## src/rtl/load_store_unit_pkg.sv

```systemverilog
// Shared encodings for the load/store unit: RV32I access-width codes and FSM states.
package load_store_unit_pkg;

  localparam logic [2:0] F3_B  = 3'b000;
  localparam logic [2:0] F3_H  = 3'b001;
  localparam logic [2:0] F3_W  = 3'b010;
  localparam logic [2:0] F3_BU = 3'b100;
  localparam logic [2:0] F3_HU = 3'b101;

  typedef enum logic [1:0] {
    IDLE = 2'd0,
    BUSY = 2'd1,
    DONE = 2'd2,
    ERR  = 2'd3
  } lsu_state_t;

endpackage

```

## src/rtl/load_store_unit_if.sv

```systemverilog
// Word-wide request/ready data-memory bus between the LSU (master) and memory (slave).
interface load_store_unit_if;

  logic        MemReq;
  logic        MemWe;
  logic [31:0] MemAddr;
  logic [31:0] MemWData;
  logic [3:0]  MemWStrb;
  logic        MemReady;
  logic [31:0] MemRData;

  modport master (
    output MemReq, MemWe, MemAddr, MemWData, MemWStrb,
    input  MemReady, MemRData
  );

  modport slave (
    input  MemReq, MemWe, MemAddr, MemWData, MemWStrb,
    output MemReady, MemRData
  );

endinterface

```

## src/rtl/load_store_unit_align.sv

```systemverilog
// Combinational lane logic: store strobe/replication, legality check, and load extraction/extension.
module load_store_unit_align
  import load_store_unit_pkg::*;
(
  input  logic        req_load,
  input  logic [2:0]  req_f3,
  input  logic [1:0]  req_off,
  input  logic [31:0] store_data,
  output logic [3:0]  strb,
  output logic [31:0] wdata_rep,
  output logic        misalign,
  input  logic [2:0]  rsp_f3,
  input  logic [1:0]  rsp_off,
  input  logic [31:0] rdata,
  output logic [31:0] load_ext
);

  logic        legal;
  logic [31:0] shifted;

  always_comb begin
    legal = 1'b0;
    if (req_load)
      legal = (req_f3 == F3_B) || (req_f3 == F3_H) || (req_f3 == F3_W) ||
              (req_f3 == F3_BU) || (req_f3 == F3_HU);
    else
      legal = (req_f3 == F3_B) || (req_f3 == F3_H) || (req_f3 == F3_W);

    misalign = !legal ||
               ((req_f3[1:0] == 2'b01) && req_off[0]) ||
               ((req_f3[1:0] == 2'b10) && (req_off != 2'b00));
  end

  always_comb begin
    strb      = '0;
    wdata_rep = store_data;
    case (req_f3[1:0])
      2'b00: begin
        strb      = 4'b0001 << req_off;
        wdata_rep = {4{store_data[7:0]}};
      end
      2'b01: begin
        strb      = req_off[1] ? 4'b1100 : 4'b0011;
        wdata_rep = {2{store_data[15:0]}};
      end
      2'b10: strb = 4'b1111;
      default: strb = '0;
    endcase
  end

  always_comb begin
    shifted = rdata >> {rsp_off, 3'b000};
    case (rsp_f3)
      F3_B:    load_ext = {{24{shifted[7]}}, shifted[7:0]};
      F3_H:    load_ext = {{16{shifted[15]}}, shifted[15:0]};
      F3_BU:   load_ext = {24'h0, shifted[7:0]};
      F3_HU:   load_ext = {16'h0, shifted[15:0]};
      default: load_ext = shifted;
    endcase
  end

endmodule

```

## src/rtl/load_store_unit.sv

```systemverilog
// Memory stage: issues one bus access per load/store, stalls the core until it completes or times out.
module load_store_unit
  import load_store_unit_pkg::*;
#(
  parameter int unsigned TIMEOUT = 255,
  parameter int unsigned CNT_W   = 8
) (
  input  logic        clk,
  input  logic        rst_n,
  input  logic        MemRead,
  input  logic        MemWrite,
  input  logic [2:0]  Funct3,
  input  logic [31:0] AluOutput,
  input  logic [31:0] ReadData2,
  output logic        Stall,
  output logic [31:0] LoadData,
  output logic        Misalign,
  output logic        BusErr,
  load_store_unit_if.master bus
);

  lsu_state_t       state;
  logic [CNT_W-1:0] cnt;
  logic             mem_req, mem_we;
  logic [31:0]      mem_addr, mem_wdata;
  logic [3:0]       mem_wstrb;
  logic [2:0]       lat_f3;
  logic [1:0]       lat_off;
  logic [31:0]      load_data;
  logic             bus_err;

  logic             access;
  logic             bad;
  logic [3:0]       strb;
  logic [31:0]      wdata_rep;
  logic [31:0]      load_ext;

  assign access = MemRead | MemWrite;

  // Request-side inputs come straight from the core; response side uses the latched access.
  load_store_unit_align u_align (
    .req_load   (MemRead),
    .req_f3     (Funct3),
    .req_off    (AluOutput[1:0]),
    .store_data (ReadData2),
    .strb       (strb),
    .wdata_rep  (wdata_rep),
    .misalign   (bad),
    .rsp_f3     (lat_f3),
    .rsp_off    (lat_off),
    .rdata      (bus.MemRData),
    .load_ext   (load_ext)
  );

  assign Stall    = (state == BUSY) || ((state == IDLE) && access && !bad);
  assign Misalign = (state == IDLE) && access && bad;
  assign LoadData = load_data;
  assign BusErr   = bus_err;

  assign bus.MemReq   = mem_req;
  assign bus.MemWe    = mem_we;
  assign bus.MemAddr  = mem_addr;
  assign bus.MemWData = mem_wdata;
  assign bus.MemWStrb = mem_wstrb;

  always_ff @(posedge clk or negedge rst_n) begin
    if (!rst_n) begin
      state     <= IDLE;
      cnt       <= '0;
      mem_req   <= 1'b0;
      mem_we    <= 1'b0;
      mem_addr  <= '0;
      mem_wdata <= '0;
      mem_wstrb <= '0;
      lat_f3    <= '0;
      lat_off   <= '0;
      load_data <= '0;
      bus_err   <= 1'b0;
    end else begin
      bus_err <= 1'b0;
      case (state)
        IDLE: begin
          if (access && !bad) begin
            state     <= BUSY;
            cnt       <= '0;
            mem_req   <= 1'b1;
            mem_we    <= !MemRead;
            mem_addr  <= {AluOutput[31:2], 2'b00};
            mem_wdata <= wdata_rep;
            mem_wstrb <= MemRead ? 4'b0000 : strb;
            lat_f3    <= Funct3;
            lat_off   <= AluOutput[1:0];
          end
        end
        BUSY: begin
          cnt <= cnt + CNT_W'(1);
          if (bus.MemReady) begin
            state   <= DONE;
            mem_req <= 1'b0;
            if (!mem_we)
              load_data <= load_ext;
          end else if (cnt == CNT_W'(TIMEOUT - 1)) begin
            state     <= ERR;
            mem_req   <= 1'b0;
            bus_err   <= 1'b1;
            load_data <= '0;
          end
        end
        DONE:    state <= IDLE;
        default: state <= IDLE;
      endcase
    end
  end

endmodule
```

## src/flat_wrapper.sv

```systemverilog
// flat-port wrapper written by rule: the top's interface ports become plain ports
module load_store_unit_flat import load_store_unit_pkg::*;
#(
  parameter int unsigned TIMEOUT = 255,
  parameter int unsigned CNT_W   = 8
)
  (clk, rst_n, MemRead, MemWrite, Funct3, AluOutput, ReadData2, Stall, LoadData, Misalign, BusErr, bus_MemReq, bus_MemWe, bus_MemAddr, bus_MemWData, bus_MemWStrb, bus_MemReady, bus_MemRData);
  load_store_unit_if bus_i ();
  input  logic clk;
  input  logic rst_n;
  input  logic MemRead;
  input  logic MemWrite;
  input  logic [2:0] Funct3;
  input  logic [31:0] AluOutput;
  input  logic [31:0] ReadData2;
  output logic Stall;
  output logic [31:0] LoadData;
  output logic Misalign;
  output logic BusErr;
  output wire logic [$bits(bus_i.MemReq)-1:0] bus_MemReq;
  output wire logic [$bits(bus_i.MemWe)-1:0] bus_MemWe;
  output wire logic [$bits(bus_i.MemAddr)-1:0] bus_MemAddr;
  output wire logic [$bits(bus_i.MemWData)-1:0] bus_MemWData;
  output wire logic [$bits(bus_i.MemWStrb)-1:0] bus_MemWStrb;
  input wire logic [$bits(bus_i.MemReady)-1:0] bus_MemReady;
  input wire logic [$bits(bus_i.MemRData)-1:0] bus_MemRData;
  assign bus_MemReq = bus_i.MemReq;
  assign bus_MemWe = bus_i.MemWe;
  assign bus_MemAddr = bus_i.MemAddr;
  assign bus_MemWData = bus_i.MemWData;
  assign bus_MemWStrb = bus_i.MemWStrb;
  assign bus_i.MemReady = bus_MemReady;
  assign bus_i.MemRData = bus_MemRData;
  load_store_unit #(.TIMEOUT(TIMEOUT), .CNT_W(CNT_W)) u_core (.clk(clk), .rst_n(rst_n), .MemRead(MemRead), .MemWrite(MemWrite), .Funct3(Funct3), .AluOutput(AluOutput), .ReadData2(ReadData2), .Stall(Stall), .LoadData(LoadData), .Misalign(Misalign), .BusErr(BusErr), .bus(bus_i));
endmodule
```

## config.mk

```make
export PLATFORM = sky130hd
export DESIGN_NAME = load_store_unit_flat
export DESIGN_NICKNAME = d
export VERILOG_FILES = /design/src/rtl/load_store_unit_pkg.sv /design/src/rtl/load_store_unit_if.sv /design/src/rtl/load_store_unit_align.sv /design/src/rtl/load_store_unit.sv /design/src/flat_wrapper.sv
export SDC_FILE = /design/constraint.sdc
export NUM_CORES = 1
export LEC_CHECK = 0
export CAP_MARGIN = 20
export CORE_MARGIN = 2
export CORE_UTILIZATION = 50
export CTS_BUF_LIST = sky130_fd_sc_hd__clkbuf_2
export CTS_CLUSTER_DIAMETER = 30
export DETAILED_ROUTE_END_ITERATION = 8
export PLACE_DENSITY = 0.86
export SYNTH_ARGS = -nofsm -noshare
export SYNTH_HDL_FRONTEND = slang
export SYNTH_SLANG_ARGS = --single-unit
export TNS_END_PERCENT = 1
```

## constraint.sdc

```tcl
create_clock -name clk -period 3.3 [get_ports clk]
set_input_delay 0.33 -clock clk [delete_from_list [all_inputs] [get_ports clk]]
set_output_delay 0.33 -clock clk [all_outputs]
set_load 0.01 [all_outputs]
```

==> impl_results.md, run 1 <==
- Slew margin rel.: between 30% and 40%
- First-pass GRT wire length: ~24000 microns
- Gpl congestion: 0.830
- Post-DR wirelength/cell: ~19 microns
- Cell area after synthesis: 0.00565 sq mm
- Largest net degree at the start of global routing: 64
- Final Hold Viols: 0
- Initial antenna violation count: 0
- Top-area cell type share of the netlist area: about half
- Via count: 4541
- Nature of the critical path endpoint: output port
- Crit path cell chain: clkdlybuf4s50_1 -> nand2_1 -> a31oi_1 -> nor4b_1 -> clkdlybuf4s50_1
- Yosys warnings: 0
- Fin util: 74.2%
- Kind of critical path: input pin to output port
- PostCTS Resize Cnt: 0
- Register area: 0.00290 sq mm
- Layout cell share with drive strength beyond 1: 20.8%
- Post-synthesis compound-gate area fraction: 11.2%
- Die footprint: between 0.01 and 0.015 sq mm
- Diodes inserted: 0
- Yosys reg bits: approximately 120
- CTS H-tree depth: 4
- Pwr Density: between 700 and 800 mW/mm^2
- Syn Area/Cell: 12.4 sq um
- IO Port Bufs: 206
- F_max: 0.374 GHz
- Die Height: 110 microns
- Post-placement cell area: slightly below 0.008 sq mm
- Hold WC Path Type: input pin to async pin
- Final setup viols: 0
- Area delta synth->final: 43.5%
- Antenna-violating nets left: 0
- Dominant cell type by area after synthesis: dfrtp_1
- Placed insts: 779
- CP required: about 3.0 ns
- Critical path arrival: around 2.3 ns
- Final period utilization: 81.0%
- Minimum clock period: between 2 and 3 ns
- Boundary pin count: roughly 210
- Setup TNS Final: 0 ns
- Status: finished, final reports clean
- Grt total ovfl: 0
- DR iter-0 viols: 393
- Synth top area cells: dfrtp_1, mux2_2, mux2i_1
- Post-synth EDFFs: 0
- Vias per cell: 5.59
- Seq/Total Area, Yosys: 51.4%
- Worst-Skew Late Latency: 0.66 ns
- Slowest-stage cell, CP: clkdlybuf4s50_1
- Post-Syn Instances: 454
- Synth Area in Adders: 0.443%
- CTS tree: done
- Worst path top cell family by delay: buffers and inverters
- Post-synth top flop: dfrtp_1
- Maximum vdd drop: 0.000413 V
- Xor/xnor share of the synthesized area: 0.155%
- CP bufs+invs: 2
- Clock Tree Buf Depth: 2
- Multiplexer share of the synthesized area: 26.1%
- Critical Path Fanout Max: 6
- Max incr delay on CP: 0.61 ns
- Worst Skew: approximately 0.027 ns
- Post-layout power: 6100 uW
- Num CTS Buffers: 17
- Worst setup SP type: input pin
- Post-cts hold buffer count: 1
- Synth Area in Simple Gates: 7.17%
- Final net count: 765
- RSZ-0062 raised after global routing: false
- Filler-free cell count of the finished design: 812
- Drt total wl: between 15000 and 20000 microns
- 1st-pass router iterations: 6
- Multi-input logic area: 0.00256 sq mm
- GRT Util Overall: approximately a quarter
- Fillcell total: 770
- DP Wirelength: 11300 microns
- Initial Utilization: between 50% and 60%
- P_leak: 0.00360 uW
- Rows: 38
- Fin area: 0.00811 sq mm
- Postcts setup bufs: 0
- Vias in the first global route: about 4600
- Largest family of logic cells by synthesized area: multiplexers
- CORE AREA: 0.0109 sq mm
- Max Cap Viol: 0
- Asr flop ratio synth: 100%
- Die Wd: between 100 and 150 microns
- Max Slew Vio Count: 0
- Clock transition at path regs: 0.18 ns
- Actual transition at the worst max-transition pin: 0.920 ns
- CTS Root Cell: clkbuf_2
- Yosys cell types: 48
- DRC Markers: 0
- Most used cell, CP: clkdlybuf4s50_1
- CTS sink count: 116
==> cell usage after synthesis (2+ instances only) <==
master     instances
a21o_1             3
nor2_1            21
a21oi_1           13
o2bb2ai_1          8
nor4_1             4
nand2_1           27
a221o_1           10
inv_1              6
buf_6              5
o21a_1             2
dfrtp_1          116
buf_4              2
a211o_1            7
mux2_2            67
mux2_4            23
buf_2              6
nand3b_1           8
nand2b_1           6
a32o_1             7
mux2i_1           35
nand3_1            4
ha_1               2
o31a_1             2
clkbuf_1          19
nor2b_1            2
a22oi_1            3
o21ai_0           24
nand4_1            2
==> layout by cell type (no fill, tap or decap), types with 10 or more instances in the layout <==
cell type	Yosys	final
o21ai_0	24	24
mux2_4	23	23
nor2_1	21	21
clkdlybuf4s50_1	0	205
mux2_2	67	67
a21oi_1	13	13
nand2_1	27	27
mux2i_1	35	35
buf_4	2	10
clkbuf_2	0	21
a221o_1	10	10
dfrtp_1	116	116
==> worst paths after layout <==
check                              startpoint                      to  slack [ns]  depth (start not counted)
min                                     rst_n     u_core.LoadData[21]        0.24                          2
max reg2reg                 u_core.lat_off[0]     u_core.LoadData[11]        0.99                          4
min reg2reg                u_core.LoadData[8]      u_core.LoadData[8]        0.50                          1
max in group asynchronous               rst_n  u_core.bus.MemAddr[23]        2.25                          3
max                              AluOutput[0]                Misalign        0.63                          5
min in group clk                AluOutput[10]  u_core.bus.MemAddr[10]        0.27                          2
==> state kept, by name, indices dropped and copies added (netlist names) <==
register and cells:
u_core.LoadData 32, u_core.cnt 8, u_core.lat_f3 3, u_core.bus.MemAddr 30
u_core.bus.MemWData 32, u_core.bus.MemWe 1, u_core.bus.MemReq 1, u_core.bus.MemWStrb 4
u_core.lat_off 2, u_core.BusErr 1, u_core.state 2
==> metrics by stage <==
| stage | hold slack, ns | setup WS, ns |
|---|---|---|
| after detailed placement | 0.414 | 0.608 |
| after global placement | 0.414 | 0.645 |
| after CTS | 0.221 | 0.635 |
| after floorplan | 0.0344 | 1.23 |
| after global routing | 0.210 | 0.466 |
| final | 0.238 | 0.627 |
==> power by group <==
group          leakage, uW  total [uW]  internal, uW  switching [uW]
clock network     0.000163        1030           503             524
registers          0.00143        2390          1960             431
logic              0.00201        2680          1650            1030
==> routing by layer <==
layer | GRT usage [%] | vias up | share of wire, %
li1 | - | 2076 | -
met1 | 30.8 | 2192 | 39
met2 | 41.4 | 239 | 48
met3 | 11.1 | 34 | 11
met4 | 10.1 | 0 | 2.6
met5 | 0 | - | 0
==> worst register-to-register path, cell delays in order, from the launching register on <==
cell       delay (ns)
dfrtp_1          0.81
mux4_2           0.38
nor3b_1          0.76
a21oi_1          0.13
o2bb2ai_1        0.17
==> kinds of logic (layout without fill, tap and decap cells) <==
group,count (synthesis),after routing
AO/OA/AOI/OAI,87,87
XOR/XNOR,1,1
adder cells (fa/ha/maj),2,2
buffers and inverters,40,257
flip-flops,116,116
multiplexers,126,126
other,1,2
AND/OR/NAND/NOR,81,81
==> cell type report <==
type | count | area share, %
tap | 140 | 2.16
timing repair buffer | 218 | 26.8
clock inverter | 11 | 1.96
multi-input combinational | 299 | 31.6
inverter | 7 | 0.324
sequential | 116 | 35.8
clock buffer | 21 | 1.30
(Power assumes the default switching activity.)
==> run 2, diff against run 1 <==
CORE_UTILIZATION = 42   (was 50)
PLACE_DENSITY = 0.76   (was 0.86)
clock period = 2.2 ns   (was 3.3 ns; I/O delays follow)
==> impl_results.md, run 2 (synthesis gave the netlist of run 1 again) <==
- Die footprint: 0.0144 sq mm (was 0.0122 sq mm)
- Fin util: 62.9% (was 74.2%)
- Flop-to-flop setup slack: 0.34 ns (was 0.99 ns)
- Sw Ratio: 33.9% (was 32.5%)
- Critical R2R Capture: u_core.LoadData[30] (was u_core.LoadData[11])
- Critical path arrival: 1.85 ns (was 2.34 ns)
- Clock Tree Buf Depth: 2 (unchanged)
- Fin area: 0.00829 sq mm (was 0.00811 sq mm)
- Post-DR wirelength/cell: 18.4 microns (was 18.9 microns)
- Minimum clock period: 2.07 ns
- GRT Util Overall: 23.2% (was 25.8%)
- Initial antenna violation count: 1 (was 0)
- CTS sink count: 116 (unchanged)
- Pint: 5800 uW (was 4120 uW)
- Kind of critical path: flip-flop to output port (was input pin to output port)
- Logic pwr share: 47.9% (was 44.0%)
- Initial Utilization: 42.8% (was 51.7%)
- Area delta synth->final: 46.8% (was 43.5%)
- Slew margin rel.: 64.4% (was 38.5%)
- Path depth of the worst reg2reg path: 7 (was 4)
- CTS tree: done (unchanged)
- Worst-Skew Late Latency: 0.71 ns (was 0.66 ns)
- Most frequent cells in the layout: clkdlybuf4s50_1, dfrtp_1, mux2_2 (unchanged)
- Worst path top cell family by delay: flip-flops (was buffers and inverters)
- Commonest non-fill, non-tap cell in the layout: clkdlybuf4s50_1 (unchanged)
- Status: finished, final reports clean (unchanged)
- Nature of the critical path endpoint: output port (unchanged)
- Critical Path Fanout Max: 14 (was 6)
- Final net count: 792 (was 765)
- Gpl congestion: 0.848 (was 0.830)
- RSZ-0062 raised after global routing: false (unchanged)
- Num CTS Buffers: 17 (unchanged)
- CTS Root Cell: clkbuf_2 (unchanged)
- DP Wirelength: 11800 microns (was 11300 microns)
- Clk pwr share: 12.1% (was 16.8%)
- DRC Markers: 0 (unchanged)
- Post-layout power: 8780 uW (was 6100 uW)
- CP bufs+invs: 1 (was 2)
- Via count: 4630 (was 4541)
- Hold Crit Endpoint: u_core.bus.MemAddr[3]
- Vias in the first global route: 5044 (was 4637)
- Largest net degree at the start of global routing: 44 (was 64)
- WHS Path Cells: 2
- DR iter-0 viols: 245 (was 393)
- Final period utilization: 94.2%
- Startpoint of the worst hold path: AluOutput[3]
- Final setup viols: 0 (unchanged)
- Post-placement cell area: 0.00807 sq mm (was 0.00784 sq mm)
- Maximum vdd drop: 0.000562 V (was 0.000413 V)
- Final hold slack: 0.101 ns (was 0.238 ns)
- Max incr delay on CP: 0.53 ns (was 0.61 ns)
- Max Cap Viol: 0 (unchanged)
- Rows: 42 (was 38)
- FF-to-FF Start: u_core.cnt[0] (was u_core.lat_off[0])
- Actual transition at the worst max-transition pin: 0.534 ns (was 0.920 ns)
- IO Port Bufs: 206 (unchanged)
- CTS H-tree depth: 4 (unchanged)
- Drt total wl: 16100 microns (was 15400 microns)
- Die Height: 120 microns (was 110 microns)
- Share of power burned in registers: 40.0% (was 39.2%)
- 1st-pass router iterations: 4 (was 6)
- CORE AREA: 0.0132 sq mm (was 0.0109 sq mm)
- Grt total ovfl: 0 (unchanged)
- Antenna-violating nets left: 0 (unchanged)
- Slowest-stage cell, CP: dfrtp_2 (was clkdlybuf4s50_1)
- Max Slew Vio Count: 0 (unchanged)
- Clock transition at path regs: 0.18 ns (about the same)
- Final Hold Viols: 0 (unchanged)
- CP required: 1.98 ns (was 2.97 ns)
- Layout cell share with drive strength beyond 1: 23.9% (was 20.8%)
- F_max: 0.482 GHz
- P_leak: 0.00370 uW (was 0.00360 uW)
- Net Switching: 2980 uW (was 1990 uW)
- Worst Skew: 0.0254 ns (was 0.0274 ns)
- Pwr Density: 1060 mW/mm^2 (was 753 mW/mm^2)
- Worst setup SP type: flip-flop (was input pin)
- Hold WC Path Type: input pin to flip-flop (was input pin to async pin)
- Crit path cell chain: nor4b_2 -> dlygate4sd2_1 (was clkdlybuf4s50_1 -> nand2_1 -> a31oi_1 -> nor4b_1 -> clkdlybuf4s50_1)
- Die Wd: 120 microns (was 110 microns)
- Vias per cell: 5.29 (was 5.59)
- First-pass GRT wire length: 25900 microns (was 23700 microns)
- Boundary pin count: 209 (unchanged)
-- run 2: repair_timing --
item | CTS | global route
gates cloned | 0 | 0
resized for setup | 5 | 1
hold endpoints to repair | 116 | 0
endpoints found under the setup margin | 2 | 6
buffers inserted | 3 | 0
hold buffers | 3 | 0
-- run 2: power by group through the flow --
stage / logic, uW / registers (uW) / clock network (uW)
2_1_floorplan: 1620 / 3780 / 0
3_3_place_gp: 4100 / 3500 / 0
3_5_place_dp: 4210 / 3540 / 0
4_1_cts: 4240 / 3510 / 1110
5_1_grt: 4500 / 3620 / 1190
6_report: 4210 / 3510 / 1060
-- run 2: how the worst max path moves through the flow --
stage	startpoint	to	slack, ns	cells after the start
6_report	u_core.state[0]	Misalign	0.13	2
5_1_grt	u_core.state[0]	Misalign	0.02	2
4_1_cts	u_core.state[0]	Misalign	0.03	2
3_5_place_dp	Funct3[0]	u_core.bus.MemWData[31]	-0.16	7
3_3_place_gp	Funct3[0]	Misalign	-0.14	6
2_1_floorplan	Funct3[0]	u_core.bus.MemAddr[10]	0.24	8
-- run 2: layout make-up --
class                           count  area [sq um]
Tap cell                          176           220
Timing Repair Buffer              245          2410
Multi-Input combinational cell    299          2570
Clock buffer                       23           115
Sequential cell                   116          2910
Fill cell                        1056          4900
Clock inverter                      8          37.5
Antenna cell                        1          2.50
Inverter                            7          26.3
-- run 2: metal layers --
metal / track usage, % / wire (microns) / up-vias
met4: 7.87 / 238 / 0
met1: 27.8 / 6540 / 2296
met5: 0 / 0 / -
met2: 37.7 / 7840 / 180
met3: 9.51 / 1460 / 23
li1: - / - / 2131
-- run 2: through the flow --
| step | cells | setup TNS (ns) | worst slack, ns |
|---|---|---|---|
| after global routing | 875 | 0 | 0.0179 |
| final | 875 | 0 | 0.127 |
| after global placement | 836 | -9.22 | -0.144 |
| after CTS | 874 | 0 | 0.0321 |
| after detailed placement | 837 | -10.46 | -0.164 |
| after floorplan | 455 | 0 | 0.241 |
==> run 3, diff against run 2 <==
GPL_TIMING_DRIVEN = 0   (was unset)
==> impl_results.md, run 3 (synthesis gave the netlist of run 1 again) <==
- Status: finished, final reports clean (unchanged)
- Worst Skew: 0.0246 ns (was 0.0254 ns)
- Largest net degree at the start of global routing: 102 (was 44)
- Critical Path Fanout Max: 7 (was 14)
- Boundary pin count: 209 (unchanged)
- Post-layout power: 9110 uW (was 8780 uW)
- First-pass GRT wire length: 26100 microns (was 25900 microns)
- Post-DR wirelength/cell: 18.8 microns (was 18.4 microns)
- Fin util: 62.8% (was 62.9%)
- CTS sink count: 116 (unchanged)
- Final period utilization: 98.1% (was 94.2%)
- Initial Utilization: 42.8% (unchanged)
- CTS H-tree depth: 4 (unchanged)
- Actual transition at the worst max-transition pin: 0.792 ns (was 0.534 ns)
- Diodes inserted: 0 (was 1)
- DP Worst Slack: -0.682 ns (was -0.164 ns)
- Path depth of the worst reg2reg path: 6 (was 7)
- Setup TNS Final: 0 ns (unchanged)
- Max Cap Viol: 0 (unchanged)
- Final net count: 790 (was 792)
- Nature of the critical path endpoint: output port (unchanged)
- F_max: 0.463 GHz (was 0.482 GHz)
- Minimum clock period: 2.16 ns (was 2.07 ns)
- Hold WC Path Type: input pin to async pin (was input pin to flip-flop)
- Kind of critical path: input pin to output port (was flip-flop to output port)
- Maximum vdd drop: 0.000647 V (was 0.000562 V)
- RSZ-0062 raised after global routing: true (was false)
- CORE AREA: 0.0132 sq mm (unchanged)
- Drt total wl: 16400 microns (was 16100 microns)
- Commonest non-fill, non-tap cell in the layout: clkdlybuf4s50_1 (unchanged)
- Die Height: 120 microns (unchanged)
- CTS Root Cell: clkbuf_2 (unchanged)
- CTS tree: done (unchanged)
- Post-placement cell area: 0.00796 sq mm (was 0.00807 sq mm)
- DR iter-0 viols: 250 (was 245)
- Final setup viols: 0 (unchanged)
- Rows: 42 (unchanged)
- P_leak: 0.00368 uW (was 0.00370 uW)
- Via count: 4698 (was 4630)
- IO Port Bufs: 205 (was 206)
- Worst-Skew Late Latency: 0.69 ns (was 0.71 ns)
- DRC Markers: 0 (unchanged)
- Antenna-violating nets left: 0 (unchanged)
- Num CTS Buffers: 17 (unchanged)
- Max Slew Vio Count: 0 (unchanged)
- Grt total ovfl: 0 (unchanged)
- CP required: 1.98 ns (about the same)
- Pwr Density: 1100 mW/mm^2 (was 1060 mW/mm^2)
- Critical path arrival: 1.94 ns (was 1.85 ns)
- Gpl congestion: 0.871 (was 0.848)
- Worst Slack Setup Final: 0.0411 ns (was 0.127 ns)
- Area delta synth->final: 46.5% (was 46.8%)
- Die Wd: 120 microns (unchanged)
- Fin area: 0.00828 sq mm (was 0.00829 sq mm)
- Clock transition at path regs: 0.18 ns (about the same)
- Clock Tree Buf Depth: 2 (unchanged)
- DP Wirelength: 12000 microns (was 11800 microns)
- Worst setup SP type: input pin (was flip-flop)
- Final Hold Viols: 0 (unchanged)
- Most frequent cells in the layout: clkdlybuf4s50_1, dfrtp_1, mux2_2 (unchanged)
- Slew margin rel.: 47.0% (was 64.4%)
- 1st-pass router iterations: 5 (was 4)
- Die footprint: 0.0144 sq mm (unchanged)
- GRT Util Overall: 23.4% (was 23.2%)
- Layout cell share with drive strength beyond 1: 22.6% (was 23.9%)
- Vias per cell: 5.39 (was 5.29)
- Vias in the first global route: 5027 (was 5044)
- Initial antenna violation count: 0 (was 1)
==> run 3: metrics by stage <==
step	hold WS, ns	instances
2_1_floorplan	-0.0756	455
3_3_place_gp	0.478	836
3_5_place_dp	0.0628	837
4_1_cts	0.0722	872
5_1_grt	0.0499	872
6_report	0.0821	872
==> run 3: power breakdown <==
part | total (uW) | internal, uW | switching (uW) | leakage, uW
clock | 1430 | 621 | 809 | 0.000148
sequential | 3490 | 2940 | 547 | 0.00143
combinational | 4190 | 2510 | 1680 | 0.00210
==> run 3: cell type report <==
cell class              instances  area [sq um]
fillers                      1069          4910
flip-flops and latches        116          2900
clock inverters                12           139
clock buffers                  19          95.1
well taps                     176           220
multi-input cells             299          2590
plain buffers                  33           190
repair buffers                210          2110
inverters                       7          27.5
==> run 3: worst max-delay path: stages <==
cell and delay [ns]:
dlygate4sd3_1 0.56, buf_6 0.13, nand2_1 0.06, a31oi_2 0.39
nor2_4 0.08, o21ba_2 0.21, dlygate4sd2_1 0.27
==> run 3: path summary, 6_finish.rpt <==
check	start	end	slack [ns]
max	Funct3[0]	Stall	0.04
min	rst_n	u_core.LoadData[10]	0.08
max reg2reg	u_core.lat_f3[0]	u_core.LoadData[23]	0.16
min reg2reg	u_core.LoadData[20]	u_core.LoadData[20]	0.51
max in group asynchronous	rst_n	u_core.LoadData[18]	1.08
min in group clk	AluOutput[14]	u_core.bus.MemAddr[14]	0.13
==> run 3: per-layer routing <==
metal,vias to the layer above,share of wire (%),global-route usage (%)
met5,-,0,0
met4,0,1.3,7.13
met3,26,11,10.5
met2,222,49,37.7
met1,2315,39,28.3
li1,2135,-,-
==> run 3: repair_timing <==
item                                    CTS  global route
resized for setup                        15            13
hold buffers                              3             0
gates cloned                              0             0
endpoints found under the setup margin   19            27
pin swaps                                 0             1
setup buffers                             1             0
endpoints found under the hold margin   117             0
